### src/rtl/fact_unit.sv
// fact_unit: memory-mapped iterative factorial accelerator with a one-cycle done pulse
// Optional feature macro: FACT_IRQ_MASK_EN adds an IE register at offset 0x10 that masks done.
module fact_unit #(
    parameter logic [31:0] BASE_ADDR = 32'h0000_3000,
    parameter int          WIDTH     = 32,
    parameter int          N_W       = 4,
    parameter int          MAX_N     = 12
) (
    input  logic        clk,
    input  logic        rst,
    input  logic [31:0] input_addr,
    input  logic        write_enable,
    input  logic [31:0] write_data,
    output logic [31:0] read_data,
    output logic        done,
    output logic        busy
);
    typedef enum logic [1:0] {IDLE, CALC, DONE} state_t;

    localparam logic [N_W-1:0] MAX_NV = N_W'(MAX_N);
    localparam logic [N_W-1:0] ONE    = N_W'(1);

    state_t           state;
    logic [N_W-1:0]   n;
    logic [N_W-1:0]   cnt;
    logic [WIDTH-1:0] result;
    logic             done_flag;
    logic             err;
    logic             ie_rd;

    logic       sel;
    logic [2:0] off;
    logic       wr;
    logic       go;
    logic       unused_bits;

    assign sel         = input_addr[31:12] == BASE_ADDR[31:12];
    assign off         = input_addr[4:2];
    assign wr          = sel & write_enable;
    assign go          = wr & (off == 3'd1) & write_data[0];
    assign busy        = state == CALC;
    assign unused_bits = ^{write_data[31:N_W], input_addr[11:5], input_addr[1:0]};

`ifdef FACT_IRQ_MASK_EN
    logic ie;

    // Interrupt enable register; done_flag and STATUS are not affected by it
    always_ff @(posedge clk or negedge rst) begin
        if (!rst)
            ie <= 1'b1;
        else if (wr && off == 3'd4)
            ie <= write_data[0];
    end

    assign ie_rd = ie;
    assign done  = (state == DONE) & ie;
`else
    assign ie_rd = 1'b0;
    assign done  = state == DONE;
`endif

    // Control FSM and datapath: operand snapshot in cnt, result multiplied down to 1
    always_ff @(posedge clk or negedge rst) begin
        if (!rst) begin
            state     <= IDLE;
            n         <= '0;
            cnt       <= '0;
            result    <= '0;
            done_flag <= 1'b0;
            err       <= 1'b0;
        end else begin
            case (state)
                IDLE: begin
                    if (wr && off == 3'd0)
                        n <= write_data[N_W-1:0];
                    if (go) begin
                        done_flag <= 1'b0;
                        if (n > MAX_NV) begin
                            err    <= 1'b1;
                            result <= '0;
                            state  <= DONE;
                        end else begin
                            err    <= 1'b0;
                            result <= WIDTH'(1);
                            cnt    <= n;
                            state  <= CALC;
                        end
                    end
                end
                CALC: begin
                    if (cnt <= ONE) begin
                        state <= DONE;
                    end else begin
                        result <= result * WIDTH'(cnt);
                        cnt    <= cnt - ONE;
                    end
                end
                DONE: begin
                    done_flag <= 1'b1;
                    state     <= IDLE;
                end
                default: state <= IDLE;
            endcase
        end
    end

    // Zero-wait-state read mux; unselected or unmapped addresses read 0
    always_comb begin
        read_data = '0;
        if (sel)
            read_data = off == 3'd0 ? 32'(n) :
                        off == 3'd2 ? {29'd0, busy, err, done_flag} :
                        off == 3'd3 ? 32'(result) :
                        off == 3'd4 ? {31'd0, ie_rd} : '0;
    end
endmodule

### config.mk
export PLATFORM = sky130hd
export DESIGN_NAME = fact_unit
export DESIGN_NICKNAME = d
export VERILOG_FILES = /design/src/rtl/fact_unit.sv
export SDC_FILE = /design/constraint.sdc
export NUM_CORES = 1
export LEC_CHECK = 0
export CORE_UTILIZATION = 50
export CTS_CLUSTER_SIZE = 8
export DETAILED_ROUTE_END_ITERATION = 16
export PLACE_DENSITY = 0.86
export SETUP_SLACK_MARGIN = 0.15
export SYNTH_ARGS = -nofsm -noshare
export SYNTH_HDL_FRONTEND = slang
export SYNTH_SLANG_ARGS = --single-unit
### constraint.sdc
create_clock -name clk -period 3.9 [get_ports clk]
set_clock_uncertainty 0.05 [all_clocks]
set_input_delay 0.78 -clock clk [delete_from_list [all_inputs] [get_ports clk]]
set_output_delay 0.78 -clock clk [all_outputs]
set_load 0.01 [all_outputs]
=== Yosys cells after proc, flatten, opt, wreduce, memory -nomap -nowiden ===
Cells that the tools add are included.

* Register bits after elaboration: 44
* Output and inout bits: 34
* Word-level logic and storage cells: 53

* $add $sub $neg: 1
* $mul: 1
* Order comparisons: 2
* Equal/unequal tests: 10
* Muxes and demuxes: 19
* Bitwise operators: 3
* Reductions and logical operators: 11

{| class="wikitable"
|+ Operators with widths
! kind !! number
|-
| $mux 32 || 6
|-
| $pmux 32 s2 || 1
|-
| $mul 32x4->32 || 1
|-
| $eq 20x2->1 const B || 1
|-
| $mux 4 || 3
|-
| $pmux 4 s2 || 1
|-
| $reduce_and 2->1 || 4
|-
| $eq 3x2->1 const B || 2
|-
| $mux 2 || 3
|-
| $ne 2x2->1 const B || 3
|-
| $gt 4x4->1 const B || 1
|-
| $le 4x1->1 const B || 1
|-
| $pmux 2 s2 || 1
|-
| $reduce_and 4->1 || 1
|-
| $reduce_bool 2->1 || 2
|-
| $sub 4x1->4 const B || 1
|-
| $and 1x1->1 || 3
|-
| $eq 3x1->1 const B || 1
|-
| $logic_not 3->1 || 1
|-
| $mux 1 || 3
|-
| $reduce_and 3->1 || 1
|-
| $eq 2x1->1 const B || 1
|-
| $eq 2x2->1 const B || 1
|-
| $logic_not 2->1 || 1
|-
| 3 further kinds || 3
|}

=== Logic depth before layout (Yosys ltp) ===
* Word-level depth: 6
* Gate-level depth with buffers: 16

=== Worst setup path before layout ===
OpenSTA, ideal clock, no wires.

* Path kind: flip-flop to flip-flop
* Start: reg cnt[2]
* End: reg result[24]
* Library setup time: 0.083 ns
* Arrival: 3.906 ns
* Required time: 3.767 ns
* Slack: -0.139 ns
* Cell stages (with the launch flop): 15
* Period minus slack after synthesis: 4.039 ns
* Path through: dfrtp_1 > clkbuf_1 > nand2_1 > fa_1 > fa_1 > inv_1 > fa_1 > a21o_1 > a2111o_1 > o22ai_1 > a21oi_1 > a41oi_1 > o21ai_0 > xnor2_1 > o21ai_0

* Cells in the longest elaborated chain, start to end: 3

{| class="wikitable"
|+ RTL lines
! element !! RTL line !! source
|-
| start, declared || 25 || <nowiki>logic [N_W-1:0] cnt;</nowiki>
|-
| start signal, assigned || 85 || <nowiki>cnt <= n;</nowiki>
|-
| start signal, assigned || 95 || <nowiki>cnt <= cnt - ONE;</nowiki>
|-
| $mul 32x4->32 / $le 4x1->1 (equally long branches) || 94, 91 ||
|-
| $mux 32 / $ne 2x2->1 (equally long branches) || n/a ||
|-
| $pmux 32 s2 / $reduce_and 3->1 (equally long branches) || n/a ||
|-
| end signal, assigned || 94 || <nowiki>result <= result * WIDTH'(cnt);</nowiki>
|-
| end, declared || 26 || <nowiki>logic [WIDTH-1:0] result;</nowiki>
|}

Parallel ways exist; a longest one is shown, timed or not. The select of a mux whose other input is x is not followed.
A chain may end at the register's enable or synchronous reset.

=== Worst setup path after layout ===
* Start: reg cnt[3]
* End: reg result[30]

The elaborated chain is that of the path after synthesis.

==> flow_metrics.py <==
metrics = {
    "logic_synthesis": {
        "async_flop_share_pct": 100.0,
        "syn_nets": 923,
        "synth_seq_cells": 44,
        "yosysWarnings": 0,
        "synth_edf_count": 0,
        "synthCells": 765,
        "synth_top_area_share_pct": 18.86,
        "yosysMostFrequentCell": "inv_1",
        "yosysSeqAreaShare_pct": 18.20,
        "synth_area_leaders": "fa_1 19%, dfrtp_1 18%, and2_1 12%",
        "yosys.area.top_type": "fa_1",
        "yosysUniqueCellTypes": 58,
        "synthFlopType": "dfrtp_1",
        "syn_area_per_cell_um2": 7.908,
        "syn_area_um2": 6050,
        "ys_top_cells_by_count": "123 x inv_1, 116 x and2_1, 84 x nand2_1",
    },
    "sta": {
        "hold_viol": 0,
        "maxSlewViolCount": 0,
        "rsz0062_at_grt": "yes",
        "max_freq_mhz": 240.6,
        "min_period_ns": 4.157,
        "fin_crit_sh_pct": 106.6,
        "relSlewSlack_pct": 25.26,
        "worstMarginPinSlew_ns": 1.121,
        "setup_viol": 15,
        "setup_ws_ns": -0.2571,
    },
    "grt": {
        "grt_overflow_total": 0,
        "first_global_vias": 6219,
        "grt_antenna_before_repair": 1,
        "grt_pass1_wl_um": 29460,
        "grt_start_max_net_pins": 45,
        "grt_usage_pct": 29.41,
    },
    "setup_path": {
        "cp_max_fo": 6,
        "cp.required_ns": 4.02,
        "end_kind": "flop",
        "ff2ff_path_depth": 16,
        "crit_type": "reg -> reg",
        "worstPathArrival_ns": 4.28,
        "startpoint_type": "flop",
    },
    "job": {
        "drv_cap": 0,
    },
    "clocking": {
        "cts_root_buffer": "clkbuf_16",
        "clkLatencyLatePin_ns": 0.30,
        "cts_made_buffers": 5,
        "cts_sinks": 44,
        "clockBufferDepth": 2,
        "htree_levels": 2,
        "cts_tree": "built",
        "hold_buffers": 0,
        "path_clk_slew_ns": 0.07,
    },
    "worst_hold_path": {
        "hold_depth": 1,
        "hold_path_class": "reg -> reg",
    },
    "route": {
        "routed_via_density": 5.934,
        "antenna_left": 0,
        "drt_pass1_iterations": 12,
        "drtIter0Drc": 522,
        "wl_um": 19600,
        "drcViolationCount": 1,
        "wl_per_cell_um": 18.61,
        "dr_total_vias": 6248,
    },
    "die": {
        "die_x_um": 112.0,
        "placementRows": 39,
        "core_area_um2": 11610,
        "dieHeight_um": 112.0,
        "num_io_pins": 101,
        "dieArea_um2": 12540,
        "initial_core_util_pct": 52.09,
    },
    "run_status": {
        "status": "finished, violations left",
        "violations": "DRC, setup timing",
    },
    "placement": {
        "dpl.cell_count": 1016,
        "preCtsSetupSlack_ns": -0.2005,
        "finalWeightedCongestion": 0.8838,
        "port-buffer-count": 63,
        "dp.final_hpwl_um": 12160,
    },
    "final_layout": {
        "multi_input_area_um2": 4875,
        "drive_gt1_share_pct": 25.71,
        "num_antenna_cells": 0,
        "fin_nets": 1067,
        "fillers": 777,
        "final_cells": 1053,
        "ff_latch_area_um2": 1104,
        "area_delta_synth_final_pct": 37.41,
    },
    "power_and_ir_drop": {
        "p_leak_nw": 3.990,
        "power_density_nw_per_um2": 121.9,
        "ir_drop_mv": 0.1380,
    },
}
==> cell usage in the layout, fill, tap and decap left out, types with 15 or more instances in the layout <==
cell type / n
xnor2_1: 15
buf_4: 81
inv_2: 16
a21oi_1: 21
buf_6: 17
o21ai_0: 23
nand2_1: 80
dfrtp_1: 42
o21ai_1: 19
inv_1: 107
clkdlybuf4s50_1: 33
ha_1: 20
nor2_1: 37
fa_1: 56
dlygate4sd2_1: 19
and2_1: 104
==> metrics by stage <==
| stage | hold WS, ns | utilization [%] | total power [mW] | TNS [ns] | cell area [um^2] |
|---|---|---|---|---|---|
| 5_1_grt | 0.4421 | 71.58 | 1.032 | -3.435 | 8313 |
| 3_5_place_dp | 0.4056 | 64.02 | 0.5141 | -1.537 | 7435 |
| 4_1_cts | 0.4362 | 68.64 | 1.008 | -0.5079 | 7971 |
| 2_1_floorplan | 0.3808 | - | 0.4728 | 0 | 6186 |
| 6_report | 0.4352 | 71.58 | 1.013 | -1.969 | 8313 |
| 3_3_place_gp | 0.3997 | 64.02 | 0.5130 | -0.4561 | 7435 |
==> logic make-up (layout without fill, tap and decap cells) <==
kind of cell | count (synthesis) | after routing | share of synthesized area [%]
adder cells (fa/ha/maj) | 91 | 91 | 25.89
AO/OA/AOI/OAI | 145 | 145 | 15.02
flip-flops | 44 | 44 | 18.20
AND/OR/NAND/NOR | 297 | 297 | 25.87
buffers and inverters | 154 | 299 | 9.824
multiplexers | 8 | 8 | 1.427
XOR/XNOR | 26 | 26 | 3.764
==> worst max-delay path, cell delays in order (launching register included) <==
cell	delay (ns)
dfrtp_2	0.47
buf_12	0.17
and2_4	0.13
fa_1	0.52
inv_2	0.05
fa_1	0.53
inv_2	0.06
ha_4	0.22
buf_6	0.11
a21o_1	0.17
a2111o_1	0.50
o22ai_4	0.22
a21oi_4	0.12
a21oi_4	0.25
o31ai_4	0.10
xnor2_1	0.24
o21ai_1	0.11
==> power breakdown <==
group	internal, mW	switching [mW]	total [mW]
combinational	0.0289	0.0206	0.0495
sequential	0.456	0.00000178	0.456
clock	0.302	0.206	0.508
total	0.787	0.226	1.01
==> what timing repair did <==
item	CTS	global route
cloned	3	1
endpoints found under the hold margin	0	0
gates resized for setup	91	85
setup endpoints to repair	45	33
buffers inserted	14	11
pin swaps	25	47
==> state kept, by name, indices dropped and copies added, names as in the netlist <==
signal and flops:
result 32, cnt 4, n 4, state 2, done_flag 1, err 1
==> worst paths after layout <==
path	from	end	slack (ns)
worst max-delay path	cnt[3]	result[30]	-0.26
worst min register to register	done_flag	done_flag	0.44
worst min-delay path	done_flag	done_flag	0.44
max in group asynchronous	rst	cnt[3]	2.39
worst max register to register	cnt[3]	result[30]	-0.26
min in group asynchronous	rst	result[6]	0.64
==> area by class of cell <==
cell class                 count  share of cell area, %
clock inverter                 3                 0.5117
sequential                    44                  13.28
clock buffer                   5                  1.505
multi-input combinational    567                  58.64
tap                          143                  2.152
timing repair buffer         168                  18.36
inverter                     123                  5.554
==> per-layer routing <==
| layer | up-vias | track usage (%) | part of all wire (%) |
|---|---|---|---|
| li1 | 2747 | - | - |
| met1 | 3079 | 33.93 | 37 |
| met2 | 314 | 53.79 | 51 |
| met3 | 108 | 3.811 | 6.2 |
| met4 | 0 | 14.04 | 5.3 |
| met5 | - | 0 | 0 |
Power figures use the tool's default switching activity.
